### src/rtl/pc_pkg.sv
// Shared definitions for the program-counter block: branch condition codes
// and the helper that resolves a condition against the E/G flags.
package pc_pkg;

    typedef enum logic [1:0] {
        COND_ALWAYS = 2'd0,
        COND_IF_E   = 2'd1,
        COND_IF_G   = 2'd2,
        COND_IF_EG  = 2'd3
    } cond_e;

    // Resolve a branch condition code against the equal/greater flags.
    function automatic logic cond_eval(input cond_e sel, input logic e, input logic g);
        logic res;
        case (sel)
            COND_ALWAYS: res = 1'b1;
            COND_IF_E:   res = e;
            COND_IF_G:   res = g;
            COND_IF_EG:  res = e | g;
            default:     res = 1'b0;
        endcase
        return res;
    endfunction

endpackage

### src/rtl/ret_stack.sv
// Return-address LIFO. Entries are never cleared; only the fill count is,
// so contents after a clear are don't-care and unreachable until rewritten.
module ret_stack #(
    parameter int D     = 8,
    parameter int DEPTH = 4
) (
    input  logic                       clk,
    input  logic                       clear,
    input  logic                       push,
    input  logic                       pop,
    input  logic [D-1:0]               push_data,
    output logic [D-1:0]               top,
    output logic                       full,
    output logic                       empty,
    output logic [$clog2(DEPTH+1)-1:0] count
);
    localparam int CW = $clog2(DEPTH+1);
    localparam int AW = $clog2(DEPTH);

    logic [D-1:0]  mem_r [DEPTH];
    logic [CW-1:0] count_r;
    logic [AW-1:0] wr_idx_s;
    logic [AW-1:0] top_idx_s;

    // Derive write slot, top slot and fill status from the current count.
    always_comb begin
        wr_idx_s  = count_r[AW-1:0];
        top_idx_s = count_r[AW-1:0] - AW'(1'b1);
        full      = (count_r == CW'(DEPTH));
        empty     = (count_r == {CW{1'b0}});
        if (empty) begin
            top = {D{1'b0}};
        end else begin
            top = mem_r[top_idx_s];
        end
    end

    // Pop has precedence over push; the caller guarantees full/empty gating.
    always_ff @(posedge clk) begin
        if (clear) begin
            count_r <= {CW{1'b0}};
        end else if (pop && !empty) begin
            count_r <= count_r - CW'(1'b1);
        end else if (push && !full) begin
            mem_r[wr_idx_s] <= push_data;
            count_r         <= count_r + CW'(1'b1);
        end else begin
            count_r <= count_r;
        end
    end

    assign count = count_r;

endmodule

### src/rtl/pc_stack.sv
// Program counter with conditional absolute/relative jumps, subroutine
// call/return through a return-address stack, and sticky overflow/underflow
// flags. Priority per cycle: reset|start > stall > ret > call > jump > +1.
module pc_stack
    import pc_pkg::*;
#(
    parameter int D     = 8,
    parameter int DEPTH = 4
) (
    input  logic                       clk,
    input  logic                       reset,
    input  logic                       start,
    input  logic                       stall,
    input  logic                       jump_en,
    input  logic                       jump_abs,
    input  logic [1:0]                 cond_sel,
    input  logic                       E,
    input  logic                       G,
    input  logic                       call,
    input  logic                       ret,
    input  logic [D-1:0]               target,
    output logic [D-1:0]               prog_ctr,
    output logic [$clog2(DEPTH+1)-1:0] sp,
    output logic                       overflow,
    output logic                       underflow
);
    logic [D-1:0] prog_ctr_r;
    logic         overflow_r;
    logic         underflow_r;

    logic [D-1:0] pc_inc_s;
    logic [D-1:0] jump_dest_s;
    logic [D-1:0] top_s;
    logic         cond_true_s;
    logic         clear_s;
    logic         push_s;
    logic         pop_s;
    logic         full_s;
    logic         empty_s;

    // Next-address candidates and stack handshakes; stack moves only when
    // the corresponding request actually wins this cycle.
    always_comb begin
        pc_inc_s    = prog_ctr_r + D'(1'b1);
        cond_true_s = cond_eval(cond_e'(cond_sel), E, G);
        if (jump_abs) begin
            jump_dest_s = target;
        end else begin
            jump_dest_s = prog_ctr_r + target;
        end
        clear_s = reset | start;
        pop_s   = ~clear_s & ~stall & ret & ~empty_s;
        push_s  = ~clear_s & ~stall & ~ret & call & ~full_s;
    end

    ret_stack #(
        .D     (D),
        .DEPTH (DEPTH)
    ) u_ret_stack (
        .clk       (clk),
        .clear     (clear_s),
        .push      (push_s),
        .pop       (pop_s),
        .push_data (pc_inc_s),
        .top       (top_s),
        .full      (full_s),
        .empty     (empty_s),
        .count     (sp)
    );

    // Program counter and sticky error flags.
    always_ff @(posedge clk) begin
        if (clear_s) begin
            prog_ctr_r  <= {D{1'b0}};
            overflow_r  <= 1'b0;
            underflow_r <= 1'b0;
        end else if (stall) begin
            prog_ctr_r  <= prog_ctr_r;
            overflow_r  <= overflow_r;
            underflow_r <= underflow_r;
        end else if (ret) begin
            if (!empty_s) begin
                prog_ctr_r <= top_s;
            end else begin
                prog_ctr_r  <= pc_inc_s;
                underflow_r <= 1'b1;
            end
        end else if (call) begin
            if (!full_s) begin
                prog_ctr_r <= target;
            end else begin
                prog_ctr_r <= pc_inc_s;
                overflow_r <= 1'b1;
            end
        end else if (jump_en && cond_true_s) begin
            prog_ctr_r <= jump_dest_s;
        end else begin
            prog_ctr_r <= pc_inc_s;
        end
    end

    assign prog_ctr  = prog_ctr_r;
    assign overflow  = overflow_r;
    assign underflow = underflow_r;

endmodule
### config.mk
export PLATFORM = sky130hd
export DESIGN_NAME = pc_stack
export DESIGN_NICKNAME = d
export VERILOG_FILES = /design/src/rtl/pc_pkg.sv /design/src/rtl/ret_stack.sv /design/src/rtl/pc_stack.sv
export SDC_FILE = /design/constraint.sdc
export NUM_CORES = 1
export LEC_CHECK = 0
export CORE_MARGIN = 2
export CORE_UTILIZATION = 50
export CTS_BUF_LIST = sky130_fd_sc_hd__clkbuf_4
export DETAILED_ROUTE_END_ITERATION = 8
export PLACE_DENSITY = 0.71
export SYNTH_ARGS = -nofsm -noshare
export SYNTH_HDL_FRONTEND = slang
export SYNTH_SLANG_ARGS = --single-unit
### constraint.sdc
create_clock -name clk -period 2.4 [get_ports clk]
set_input_delay 0.72 -clock clk [delete_from_list [all_inputs] [get_ports clk]]
set_output_delay 0.72 -clock clk [all_outputs]
set_load 0.01 [all_outputs]
* After elaboration in Yosys (flattened, before gate mapping) *
Memories as Yosys holds them, arrays and structs flattened.
Index checks and enable logic that the tools add are counted.
W data, S select, Z words.

operators by class
  add/sub/neg operators = 5
  multiply operators = 0
  div/mod/pow operators = 0
  $lt $le $gt $ge = 0
  equal/unequal tests = 4
  shift operators = 0
  mux-type cells = 13
  bitwise logic cells = 13
  reductions and logical operators = 10

operator list
  kind                   count
  $mux W8                6
  $add A8 B1 Y8 const B  1
  $add A8 B8 Y8          1
  $and A1 B1 Y1          6
  $mux W3                2
  $not A1 Y1             5
  $eq A2 B2 Y1 const B   2
  $mux W1                4
  $pmux W1 S4            1
  $reduce_and A4 Y1      1
  $add A3 B1 Y3 const B  1
  $eq A3 B3 Y1 const B   1
  $logic_and A1 B1 Y1    3
  $logic_not A3 Y1       1
  $reduce_and A3 Y1      1
  $sub A3 B1 Y3 const B  1
  $eq A2 B1 Y1 const B   1
  $logic_not A1 Y1       2
  $logic_not A2 Y1       1
  $or A1 B1 Y1           2
  $reduce_bool A2 Y1     1
  $sub A2 B1 Y2 const B  1

word-level totals
  flip-flop bits (word level) = 13
  latch bits = 0
  RAM bits = 32
  ROM bits = 0
  input bits = 20
  output and inout port bits = 13
  word-level logic and storage cells = 50
  memories kept = 1

memory list
  name               depth  bits a word  rd ports  clocked after Yosys merged registers in  write ports  line             source
  u_ret_stack.mem_r  4      8            1         0                                        1            ret_stack.sv:20  logic [D-1:0] mem_r [DEPTH];

* Depth between registers and ports, before layout *
Gate-level depths: netlist (run 1).

  depth in word-level cells = 11
  mapped depth = 11
  depth with buffers taken out = 10

* Hierarchy *
Synthesis (run 1) repeated with hierarchy kept, for this count alone.

unflattened totals
  cells, all modules = 260
  area, all modules = 2771.4 um^2

by module, submodules not included
  module     instances  cells each  area an instance (um^2)  sequential area each (um^2)
  ret_stack  1          93          1549.0                   1021.0
  pc_stack   1          167         1222.4                   200.2

* Least setup slack after synthesis (run 1) *
No wires, ideal clock.

  kind = register -> register
  start point = register u_ret_stack.count_r[0] (netlist: u_ret_stack.count[0])
  end point = register prog_ctr_r[7] (netlist: prog_ctr[7])
  library setup time = 129 ps
  arrival = 2142 ps
  data required time = 2271 ps
  slack = 129 ps
  stages on the path, launching flop included = 11
  buffers on the path = 2
  clock period less this slack = 2271 ps
  cells stage by stage = dfxtp_1 -> buf_6 -> inv_1 -> ha_1 -> clkbuf_1 -> mux4_2 -> or2_0 -> a31oi_1 -> nor2_1 -> a31oi_1 -> o211ai_1

on the way
  cells in the longest elaborated chain, start to end = 4
  elaborated cells between the ends (all ways) = 8
  those cells by class = add/sub: 1; eq/ne: 1; mux: 4; reduce/logical: 1; memory: 1

RTL lines
  what                          line             source
  start: declaration            ret_stack.sv:21  logic [CW-1:0] count_r;
  start signal: assignment      ret_stack.sv:41  count_r <= {CW{1'b0}};
  start signal: assignment      ret_stack.sv:43  count_r <= count_r - CW'(1'b1);
  start signal: assignment      ret_stack.sv:46  count_r <= count_r + CW'(1'b1);
  $sub A2 B1 Y2                 ret_stack.sv:28  top_idx_s = count_r[AW-1:0] - AW'(1'b1);
  via u_ret_stack.top_idx_s[0]  ret_stack.sv:23  logic [AW-1:0] top_idx_s;
  $mem_v2 Z4 W8                 --
  $mux W8                       pc_stack.sv:82   if (!empty_s) begin
  $mux W8                       pc_stack.sv:81   end else if (ret) begin
  end signal: assignment        pc_stack.sv:83   prog_ctr_r <= top_s;
  end signal: assignment        pc_stack.sv:85   prog_ctr_r <= pc_inc_s;
  end signal: assignment        pc_stack.sv:90   prog_ctr_r <= target;
  end: declaration              pc_stack.sv:27   logic [D-1:0] prog_ctr_r;

The timed path passes the listed nets, and every way through them passes these cells.
A chain may end at the register's enable or synchronous reset.

* Final worst setup path (run 1) *
  start point = input port target[2]
  end point = register prog_ctr_r[5] (netlist: prog_ctr[5])

on the way
  cells in the longest elaborated chain, start to end = 5

RTL lines
  what                    line            source
  start: declaration      pc_stack.sv:21  input logic [D-1:0] target,
  $add A8 B8 Y8           pc_stack.sv:49  jump_dest_s = prog_ctr_r + target;
  $mux W8                 pc_stack.sv:46  if (jump_abs) begin
  $mux W8                 pc_stack.sv:95  end else if (jump_en && cond_true_s) begin
  $mux W8                 pc_stack.sv:88  end else if (call) begin
  $mux W8                 pc_stack.sv:81
  end signal: assignment  pc_stack.sv:83
  end signal: assignment  pc_stack.sv:90
  end signal: assignment  pc_stack.sv:96  prog_ctr_r <= jump_dest_s;

No other way between the ends.

==> results of run 1 <==
-- cell type report --
class	instances	area (um2)	share of cell area, %
Clock inverter	3	50.0	1.40
Multi-Input combinational cell	186	1430	40.1
Inverter	11	41.3	1.16
Clock buffer	5	37.5	1.05
Timing Repair Buffer	79	703	19.7
Tap cell	70	87.6	2.45
Sequential cell	45	1220	34.2
-- Yosys cell counts, types with 3 or more instances --
library cell / n
edfxtp_1: 32
nor2_1: 22
nand2_1: 19
a21oi_1: 13
dfxtp_1: 13
ha_1: 12
o21ai_0: 12
inv_1: 11
clkbuf_1: 8
and3_1: 7
mux4_1: 7
nand3_1: 7
a211oi_1: 6
a31oi_1: 6
nand2b_1: 6
xor2_1: 6
mux2i_1: 5
o211ai_1: 5
xnor2_1: 5
buf_2: 4
nor3_1: 4
o21a_1: 4
nor3b_1: 3
-- repair_timing --
| action | 4_1_cts | 5_1_grt |
|---|---|---|
| hold buffers | 0 | 0 |
| setup endpoints to repair | 5 | 5 |
| pin swaps | 1 | 2 |
| setup buffers | 0 | 1 |
| resized for setup | 6 | 6 |
| cloned | 0 | 0 |
| endpoints found under the hold margin | 0 | 0 |
-- cells by family after synthesis --
kind of cell             Yosys count
AO/OA/AOI/OAI                     66
adder cells (fa/ha/maj)           14
flip-flops                        45
multiplexers                      13
AND/OR/NAND/NOR                   82
XOR/XNOR                          11
buffers and inverters             24
-- worst max-delay path by stage --
| stage | to | cells past startpoint |
|---|---|---|
| 6_report | prog_ctr[5] | 8 |
| 5_1_grt | prog_ctr[5] | 8 |
| 4_1_cts | prog_ctr[6] | 10 |
| 3_5_place_dp | prog_ctr[6] | 10 |
| 3_3_place_gp | prog_ctr[6] | 10 |
| 2_1_floorplan | prog_ctr[7] | 10 |
-- layer usage --
metal / track usage [%] / up-vias / share of wire (%)
met3: 4.19 / 7 / 5.6
met5: 0 / - / 0
met2: 37.4 / 66 / 48
met1: 32.6 / 1094 / 45
met4: 4.46 / 0 / 0.82
li1: - / 1121 / -
-- tightest hold or removal path: cells and delay by family (launching register included) --
family | cells | cell delay (ns)
DFF | 1 | 0.36
and+or+nand+nor | 1 | 0.07
AOI/OAI and AO/OA | 1 | 0.04
-- report_power, final --
part           internal [mW]  switching [mW]
Clock                  0.228           0.259
Sequential             0.835         0.00749
Combinational          0.131           0.126
-- stage by stage --
step / utilization [%] / hold WS, ns / setup slack, ns / instance area (um2) / setup TNS, ns
6_report: 69.1 / 0.492 / 0.109 / 3570 / 0
5_1_grt: 69.1 / 0.547 / 0.0230 / 3570 / 0
4_1_cts: 68.5 / 0.501 / -0.0419 / 3540 / -0.0419
3_5_place_dp: 66.4 / 0.462 / -0.547 / 3440 / -3.32
3_3_place_gp: 66.4 / 0.452 / -0.465 / 3440 / -2.98
2_1_floorplan: - / 0.505 / 0.129 / 2720 / 0
-- registers in the layout, indices dropped and copies added (netlist names) --
signal	flops
prog_ctr	8
u_ret_stack.mem_r	32
u_ret_stack.count	3
underflow	1
overflow	1
==> impl_metrics.env, run 1 <==
export IMPL_status="finished, final reports clean"
export IMPL_cp_startpoint="target[2]"
export IMPL_synth_xor_xnor_area_share_pct=3.54
export IMPL_worstHoldPathCells=2
export IMPL_worstHoldPathType="reg -> reg"
export IMPL_dp_cells=390
export IMPL_firstDrtPassIters=4
export IMPL_drv_slew=0
export IMPL_ctsHtreeMaxLevel=2
export IMPL_wirelength_um=6680
export IMPL_hold_path_end="overflow"
export IMPL_vias_per_cell=5.73
export IMPL_grtUsageTotal_pct=23.1
export IMPL_max_freq_mhz=437
export IMPL_synth_enable_flop_cells=32
export IMPL_stdcell_count=399
export IMPL_drtAntennaViolNets=0
export IMPL_drt_iter0_drc=117
export IMPL_dp_hpwl_um=5110
export IMPL_netlist_top_cell_by_area="edfxtp_1"
export IMPL_synthTopCellsByArea="edfxtp_1 35%, dfxtp_1 9.6%, mux4_1 6.8%"
export IMPL_num_io_pins=33
export IMPL_cts_buffers=5
export IMPL_worstReg2RegEnd="prog_ctr[7]"
export IMPL_tightest_slew_ns=0.454
export IMPL_synth_adder_area_share_pct=6.99
export IMPL_end_kind="register"
export IMPL_die_w_um=77.7
export IMPL_yosysWarnings=0
export IMPL_wl_per_cell_um=16.7
export IMPL_ys_ff_latch=45
export IMPL_synth_avg_cell_area_um2=10.7
export IMPL_grt_pass1_wl_um=10900
export IMPL_netlist_area_mm2=0.00272
export IMPL_crit_chain="clkdlybuf4s50_1, ha_1, a211oi_1, nor3b_2, nor4_1, a21oi_1, a221o_1, nand3_1"
export IMPL_die_y_um=77.7
export IMPL_p_total_mw=1.59
export IMPL_synth_compound_area_share_pct=16.4
export IMPL_gp_congestion=0.848
export IMPL_yosys_mux_area_fraction_pct=9.43
export IMPL_grt_pass1_vias=2195
export IMPL_yosys_area_top_type_share_pct=35.3
export IMPL_leakage_nw=1.37
export IMPL_min_from="overflow"
export IMPL_grt_max_degree=17
export IMPL_io_buffer_count=32
export IMPL_async_flop_share_pct=0
export IMPL_worstSetupStartpointType="input pin"
export IMPL_rsz0062_at_grt="no"
export IMPL_die_area_mm2=0.00604
export IMPL_crit_slowest_cell="clkdlybuf4s50_1"
export IMPL_rows=26
export IMPL_grt_ovfl_total=0
export IMPL_syn_to_final_growth_pct=31.5
export IMPL_timing_rr_start="u_ret_stack.count[1]"
export IMPL_synth_top_family_by_area="compound AO/OA/AOI/OAI gates"
export IMPL_num_antenna_cells=0
export IMPL_reg2reg_depth=8
export IMPL_cts_path_max_buffers=2
export IMPL_path_delay_family="compound AO/OA/AOI/OAI gates"
export IMPL_layout_drive_gt1_share_pct=19.8
export IMPL_worst_path_max_fanout=4
export IMPL_powerDensity_mw_per_mm2=444
export IMPL_layout_common_cells="45 x buf_4, 32 x edfxtp_1, 30 x clkdlybuf4s50_1"
export IMPL_path_clk_slew_ns=0.14
export IMPL_rrSetupSlack_ns=0.26
export IMPL_clock_sinks=45
export IMPL_nNetsFinal=362
export IMPL_yosysSeqAreaShare_pct=44.9
export IMPL_ir_drop_uv=323
export IMPL_finalSetupViolCount=0
export IMPL_layout_commonest_cell="buf_4"
export IMPL_cap_violations=0
export IMPL_nFillCells=390
export IMPL_max_slew_margin_rel_pct=69.5
export IMPL_syn_num_nets=289
export IMPL_critical_path_class="in -> reg"
export IMPL_clock_latency_ns=0.35
export IMPL_period_needed_ns=2.29
export IMPL_hold_viol=0
export IMPL_ys_flop_type="edfxtp_1"
export IMPL_cp_required_ns=2.71
export IMPL_synthDistinctLibCells=50
export IMPL_worst_path_largest_cell_delay_ns=0.45
export IMPL_cts_root_buf="clkbuf_4"
export IMPL_fin_skew_ns=0.00496
export IMPL_via_count=2288
export IMPL_drc_errors=0
export IMPL_antenna_found_initial=0
export IMPL_yosys_area_share_simple_pct=15.0
export IMPL_cts_tree="built"
export IMPL_critPathArrivalTime_ns=2.60
export IMPL_post_route_period_util_pct=95.4
export IMPL_crit_buf_inv=1
export IMPL_netlist_instances=255
export IMPL_start_util_pct=52.6
export IMPL_core_area_mm2=0.00517
Power figures use the tool's default switching activity.
==> run 2: changes to the inputs <==
--- a/config.mk
+++ b/config.mk
@@ -5,7 +5,7 @@
 export SDC_FILE = /design/constraint.sdc
 export NUM_CORES = 1
 export LEC_CHECK = 0
-export CORE_MARGIN = 2
+export CORE_MARGIN = 1
 export CORE_UTILIZATION = 50
 export CTS_BUF_LIST = sky130_fd_sc_hd__clkbuf_4
 export DETAILED_ROUTE_END_ITERATION = 8
==> run 2 against run 1 <==
  * Sequential power about the same
  * Setup slack better by 0.032 ns
  * Combinational power down 2%
  * Worst hold slack about the same
  * First-iteration DRC count unchanged
  * Non-clock buffer count down 1
  * Core utilization down 0.77 points
  * Register-to-register slack better by 0.05 ns
  * Critical path type unchanged
  * Highest routed layer unchanged
==> impl_metrics.env, run 2 (synthesized netlist as in run 1, its figures left out) <==
export IMPL_status="finished, final reports clean"
export IMPL_layout_drive_gt1_share_pct=19.2
export IMPL_drc_errors=0
export IMPL_max_slew_margin_rel_pct=64.3
export IMPL_gp_congestion=0.836
export IMPL_nNetsFinal=361
export IMPL_firstDrtPassIters=4
export IMPL_clock_sinks=45
export IMPL_fin_skew_ns=0.00756
export IMPL_finalSetupViolCount=0
export IMPL_hold_viol=0
export IMPL_switching_share_pct=25.9
export IMPL_tightest_slew_ns=0.532
export IMPL_powerDensity_mw_per_mm2=417
export IMPL_crit_slowest_cell="clkdlybuf4s50_1"
export IMPL_worst_path_largest_cell_delay_ns=0.43
export IMPL_cts_setup_buffers=0
export IMPL_rsz0062_at_grt="no"
export IMPL_die_y_um=75.7
export IMPL_largest_register_ffs=32
export IMPL_largest_register="u_ret_stack.mem_r"
export IMPL_post_route_period_util_pct=94.1
export IMPL_worstHoldPathType="reg -> reg"
export IMPL_cts_path_max_buffers=2
export IMPL_antenna_found_initial=0
export IMPL_seqPwrFrac_pct=57.1
export IMPL_die_area_mm2=0.00574
export IMPL_cp_required_ns=2.71
export IMPL_wirelength_um=6540
export IMPL_critical_path_class="in -> reg"
export IMPL_layout_commonest_cell="buf_4"
export IMPL_grtUsageTotal_pct=24.8
export IMPL_p_total_mw=1.47
export IMPL_dp_cells=390
export IMPL_switching_power_mw=0.382
export IMPL_hold_slack_ns=0.492
export IMPL_p_int_mw=1.09
export IMPL_ir_drop_uv=313
export IMPL_cap_violations=0
export IMPL_die_w_um=75.7
export IMPL_grt_pass1_vias=2155
export IMPL_num_io_pins=33
export IMPL_vias_per_cell=5.75
export IMPL_cts_tree="built"
export IMPL_worstSetupStartpointType="input pin"
export IMPL_rows=26
export IMPL_cts_buffers=5
export IMPL_max_freq_mhz=443
export IMPL_grt_ovfl_total=0
export IMPL_layout_common_cells="44 x buf_4, 32 x edfxtp_1, 30 x clkdlybuf4s50_1"
export IMPL_clock_latency_ns=0.35
export IMPL_syn_to_final_growth_pct=30.0
export IMPL_core_area_mm2=0.00517
export IMPL_drt_iter0_drc=117
export IMPL_stdcell_count=398
export IMPL_clkPwrFrac_pct=25.8
export IMPL_comb_power_share_pct=17.1
export IMPL_grt_pass1_wl_um=10400
export IMPL_nFillCells=406
export IMPL_wl_per_cell_um=16.4
export IMPL_critPathArrivalTime_ns=2.57
export IMPL_period_needed_ns=2.26
export IMPL_ctsHtreeMaxLevel=2
export IMPL_drv_slew=0
export IMPL_dp_slack_ns=-0.514
export IMPL_crit_chain="clkdlybuf4s50_1, ha_1, a211oi_1, nor3b_2, nor4_1, a21oi_1, a221o_1, nand3_1"
export IMPL_hold_buffers=0
export IMPL_start_util_pct=52.6
export IMPL_placed_area_mm2=0.00344
export IMPL_worst_path_max_fanout=4
export IMPL_setup_ws_ns=0.142
export IMPL_num_antenna_cells=0
export IMPL_via_count=2287
export IMPL_end_kind="register"
export IMPL_io_buffer_count=32
export IMPL_dp_hpwl_um=4970
export IMPL_cts_root_buf="clkbuf_4"
export IMPL_design_area_mm2=0.00353
export IMPL_leakage_nw=1.34
export IMPL_drtAntennaViolNets=0
export IMPL_path_clk_slew_ns=0.14
export IMPL_grt_max_degree=16
run 2: cell count changes in the layout (fill, tap and decap cells not counted), sizes merged:
cell      before  now
clkbuf         5    6
bufinv         1    0
buf           47   46
inv           12   11
clkinvlp       0    1
run 2: final timing paths:
check             cells past startpoint     endpoint                  from  slack (ns)
setup / recovery                      8  prog_ctr[5]             target[2]        0.14
hold / removal                        1    underflow             underflow        0.49
setup reg to reg                      8  prog_ctr[7]  u_ret_stack.count[1]        0.31
hold reg to reg                       1    underflow             underflow        0.49
run 2: final cells by class:
| class | count | area, um2 | area share (%) |
|---|---|---|---|
| Multi-Input combinational cell | 186 | 1430 | 40.4 |
| Sequential cell | 45 | 1220 | 34.5 |
| Timing Repair Buffer | 78 | 696 | 19.7 |
| Tap cell | 70 | 87.6 | 2.48 |
| Clock buffer | 6 | 45.0 | 1.27 |
| Inverter | 11 | 41.3 | 1.17 |
| Clock inverter | 2 | 16.3 | 0.460 |
run 2: per-stage QoR:
stage	setup TNS [ns]	utilization (%)
CTS	0	68.1
floorplan	0	-
finish	0	68.3
detailed placement	-2.81	66.4
global placement	-2.58	66.4
global route	0	68.3
run 2: power groups by stage:
stage,combinational [mW],clock (mW),sequential (mW)
2_1_floorplan,0.117,0,0.863
3_3_place_gp,0.241,0,0.860
3_5_place_dp,0.243,0,0.860
4_1_cts,0.249,0.389,0.842
5_1_grt,0.276,0.414,0.844
6_report,0.252,0.381,0.842
run 2: repair_timing:
action	CTS	global route
gates resized for setup	7	3
endpoints found under the setup margin	5	5
pin swaps	2	3
gates cloned	0	0
run 2: metal layers:
metal  routed length (um)  track usage, %  part of all wire [%]  vias to the layer above
met5                    0               0                     0                        -
met4                  104            7.20                   1.6                        0
met3                  421            4.63                   6.4                        8
met2                 3040            38.2                    47                       81
met1                 2970            35.8                    45                     1080
li1                     -               -                     -                     1118
run 2: critical path, delay by kind of cell:
family          cells  cell delay (ns)
buf+inv             1             0.43
simple gates        3             0.46
fa+ha+maj           1             0.25
compound gates      3             0.71
==> variant 1: new RTL, settings of run 2 <==
`D` is set to 8 in 2 places; all go to 16.
--- a/src/rtl/ret_stack.sv
+++ b/src/rtl/ret_stack.sv
@@ -3,3 +3,3 @@
 module ret_stack #(
-    parameter int D     = 8,
+    parameter int D     = 16,
     parameter int DEPTH = 4
--- a/src/rtl/pc_stack.sv
+++ b/src/rtl/pc_stack.sv
@@ -6,3 +6,3 @@
 #(
-    parameter int D     = 8,
+    parameter int D     = 16,
     parameter int DEPTH = 4
Ports: changed (resized prog_ctr and target); port bits go from 33 to 49. The function was not compared with the original's and may differ.
==> variant 1 against run 2 <==
Die area grew 81%. Area after synthesis grew 84%. Power grew 110%. Worst setup slack got worse by 96 ps. Critical path type is now register to output pin. Routed wire length rose by 120%. Largest cell class unchanged. Sequential cell count is 40 higher. Design area is 91% higher. Sequential power is 90% higher. Register-to-register slack worse by 210 ps. Clock power grew to 2.6 times the old value.
==> variant 1: results (changes against run 2) <==
| Metric | Value |
|---|---|
| Status | `complete, no violations` |
| Setup ws final | `45.60 ps (-96.16 ps)` |
| Share of cells above drive strength 1 | `29.97% (+11 points)` |
| Critical Path AT | `1630 ps (-940 ps)` |
| CTS buffer count | `9 (+4)` |
| Leak | `2.521 nW (+88%)` |
| Placed cell areas | `6401 sq um (+86%)` |
| GRT Total Usage | `29.51% (+4.7 points)` |
| Post-synth EDFFs | `64 (+100%)` |
| Sw frac | `26.71% (+0.78 points)` |
| Worst Skew | `21.63 ps (+14.07 ps)` |
| Count of cell types in the netlist | `69 (+38%)` |
| Crit path launch | `prog_ctr[2]` |
| PostCTS Resize Cnt | `26 (+19)` |
| Compound-gate portion of the synthesized area | `17.06% (+0.68 points)` |
| CP max stage delay | `560 ps (+130 ps)` |
| Max VDD drop | `0.0003543 V (+13%)` |
| Syn Nets | `498 (+72%)` |
| Largest cells by area after synthesis | `edfxtp_1, dfxtp_1, mux4_2` |
| DP HPWL | `10,970 microns (+120%)` |
| CP Max Fanout | `9 (+5)` |
| Clock network power share | `31.7% (+5.9 points)` |
| Vias per cell | `5.988 (+4.2%)` |
| GP Congestion | `0.9537 (+14%)` |
| Max reg flops | `64 (+100%)` |
| Sequential Power Share | `51.0% (-6.1 points)` |
| Net Sw Power | `0.8360 mW (+120%)` |
| First-pass DRT Iterations | `5 (+1)` |
| WL/cell | `20.02 microns (+22%)` |
| RR Endpoint | `prog_ctr[12]` |
| DP Worst Slack | `-852.8 ps (-338.5 ps)` |
| H-tree depth | `3 (+1)` |
| Synth Area in XOR/XNOR | `5.454% (+1.9 points)` |
variant 1: cell types whose count changed after synthesis, moves of 8 or more:
cell      before  now
xnor2_1        5   22
mux4_2         1   16
a21oi_1       13   34
dfxtp_1       13   21
edfxtp_1      32   64
ha_1          12   20
nand2_1       19   38
o21ai_0       12   24
variant 1: worst max-delay path, delay by kind of cell (launching register included):
| family | cells | cell delay, ps |
|---|---|---|
| buffers and inverters | 2 | 760 |
| flip-flops | 1 | 420 |
variant 1: logic make-up (layout without fill, tap and decap cells):
| kind of cell | Yosys count | count (layout) |
|---|---|---|
| muxes | 22 | 22 |
| adders and majority gates | 22 | 22 |
| AOI/OAI and AO/OA | 126 | 126 |
| and+or+nand+nor | 129 | 129 |
| xor gates and xnor gates | 29 | 29 |
| DFF | 85 | 85 |
| buffers and inverters | 35 | 181 |
variant 1: layer usage:
metal / share of wire, % / global-route usage, %
met1: 41 / 40.16
met2: 49 / 47.96
met3: 7.2 / 4.241
met4: 3.0 / 11.43
met5: 0 / 0
variant 1: metrics by stage:
stage	hold slack [ps]	util (%)	cells	TNS (ps)
finish	495.4	69.41	727	0
global route	516.3	69.41	727	-5.236
CTS	491.0	68.78	727	0
detailed placement	460.2	65.79	711	-16450
global placement	450.3	65.79	711	-16400
floorplan	502.6	-	448	-215.3
variant 1: layout make-up:
| type | count | area (sq um) | area share (%) |
|---|---|---|---|
| multi-input cells | 328 | 2703 | 40.02 |
| clock buffers | 9 | 67.56 | 1.001 |
| inverters | 17 | 63.81 | 0.9450 |
| repair buffers | 148 | 1303 | 19.29 |
| clock inverters | 7 | 103.9 | 1.538 |
| well taps | 133 | 166.4 | 2.464 |
| flip-flops and latches | 85 | 2346 | 34.74 |
==> variant 2: new RTL, flow settings as in run 2 <==
Without the edit above. Register the output `overflow` once more, without a reset; this adds one clock of latency there. The other outputs are not delayed to match.
--- a/src/rtl/pc_stack.sv
+++ b/src/rtl/pc_stack.sv
@@ -102,3 +102,5 @@
     assign prog_ctr  = prog_ctr_r;
-    assign overflow  = overflow_r;
+    always_ff @(posedge clk) begin
+        overflow <= overflow_r;
+    end
     assign underflow = underflow_r;
Behaviour: not the same (a bounded check fails within 10 cycles, from zero or initial values).
==> variant 2 against run 2 <==
First-iteration DRC count rose by 80%. Utilization barely moved. Design area rose by 0.60%. Combinational power barely moved. Power rose by 0.10%. Sequential share of layout area rose by 0.36 points. Largest power group unchanged. Non-clock buffer count rose by 3. Clock power fell by 4%. Routed wire length rose by 3.2%. Sequential cell count rose by 1. Sequential power rose by 2%. Area after synthesis rose by 0.74%. Worst setup slack got worse by 11 ps.
==> variant 2: results (changes against run 2) <==
| Metric | Value |
|---|---|
| Status | `complete, no violations` |
| Vias in the first global route | `2,242 (+4.0%)` |
| DP HPWL | `5240 microns (+5.4%)` |
| Largest cells by area after synthesis | `edfxtp_1, dfxtp_1, mux4_1` |
| Max VDD drop | `0.0003296 V (+5.1%)` |
| Syn Nets | `290 (+0.35%)` |
| Critical Path AT | `2520 ps (-50 ps)` |
| Post-synth EDFFs | `32 (unchanged)` |
| Most flops, register | `u_ret_stack.mem_r` |
| Max layer used | `met4` |
| Worst-margin pin slew | `492.4 ps (-39.72 ps)` |
| Leak | `1.345 nW (+0.17%)` |
| Final net count | `365 (+1.1%)` |
| Most frequent cells after synthesis | `edfxtp_1, nor2_1, nand2_1` |
| Mux cell area share after synthesis | `9.365% (-0.069 points)` |
| Worst Skew | `5.201 ps (-2.358 ps)` |
| Synth Area in XOR/XNOR | `3.518% (-0.026 points)` |
| Placed cell areas | `3478 sq um (+1.2%)` |
| Share of cells above drive strength 1 | `19.88% (+0.67 points)` |
| Max reg flops | `32 (unchanged)` |
| Min-delay worst type | `register to register` |
| Met2 WL | `3114 microns (+2.3%)` |
| Diodes inserted | `0 (unchanged)` |
| WL/cell | `16.80 microns (+2.2%)` |
| Metal1 wirelength | `3200 microns (+7.6%)` |
| DRT iter0 DRCs | `211 (+80%)` |
| Register area share after synthesis | `45.32% (+0.40 points)` |
| Compound-gate portion of the synthesized area | `16.26% (-0.12 points)` |
| Top delay family on crit path | `adder cells` |
| First-pass GRT wire length | `10,980 microns (+5.6%)` |
| DP Worst Slack | `-614.0 ps (-99.74 ps)` |
| GP Congestion | `0.8375 (+0.24%)` |
| CP max stage delay | `340 ps (-90 ps)` |
| CP Max Fanout | `3 (-1)` |
| Slowest-stage cell, CP | `fa_2` |
| GRT Total Usage | `24.26% (-0.55 points)` |
| Area share of fa/ha/maj cells after synthesis | `6.944% (-0.051 points)` |
| First-pass DRT Iterations | `4 (unchanged)` |
| Vias per cell | `5.779 (+0.56%)` |
| WL met3 | `377 microns (-10%)` |
| Largest net degree at the start of global routing | `15 (-1)` |
-- variant 2: layer usage --
| metal | track usage [%] | vias up |
|---|---|---|
| met4 | 4.808 | 0 |
| met2 | 39.18 | 79 |
| met3 | 3.473 | 4 |
| li1 | - | 1127 |
| met5 | 0 | - |
| met1 | 35.06 | 1113 |
-- variant 2: final cells by class --
cell class / count / area [sq um]
fillers: 444 / 1649
multi-input cells: 186 / 1416
clock buffers: 6 / 45.04
repair buffers: 81 / 710.7
flip-flops and latches: 46 / 1241
clock inverters: 2 / 13.76
well taps: 70 / 87.58
inverters: 11 / 41.29
-- variant 2: timing repair --
| action | 4_1_cts | 5_1_grt |
|---|---|---|
| pin swaps | 2 | 0 |
| endpoints found under the setup margin | 6 | 3 |
| gates resized for setup | 6 | 2 |
| endpoints found under the hold margin | 0 | 0 |
-- variant 2: cells by family (layout without fill, tap and decap cells) --
family,Yosys count,after routing
simple gates,82,82
mux,13,13
xor+xnor,11,11
compound gates,66,66
buf+inv,24,100
fa+ha+maj,14,14
flops,46,46
-- variant 2: worst paths after layout --
check | endpoint | slack [ps] | cells after the start | from
worst max-delay path | prog_ctr[6] | 130 | 10 | target[0]
worst min-delay path | overflow | 370 | 0 | overflow_r
worst max register to register | prog_ctr[1] | 340 | 9 | u_ret_stack.count[1]
worst min register to register | overflow | 370 | 0 | overflow_r
-- variant 2: through the flow --
step	instances	TNS (ps)
2_1_floorplan	256	0
3_3_place_gp	394	-2926
3_5_place_dp	394	-3277
4_1_cts	402	0
5_1_grt	402	0
6_report	402	0
-- variant 2: power by group --
part | internal [mW] | leakage (nW) | switching (mW)
Clock | 0.127 | 0.0356 | 0.238
Sequential | 0.851 | 0.404 | 0.00726
Combinational | 0.130 | 0.905 | 0.123
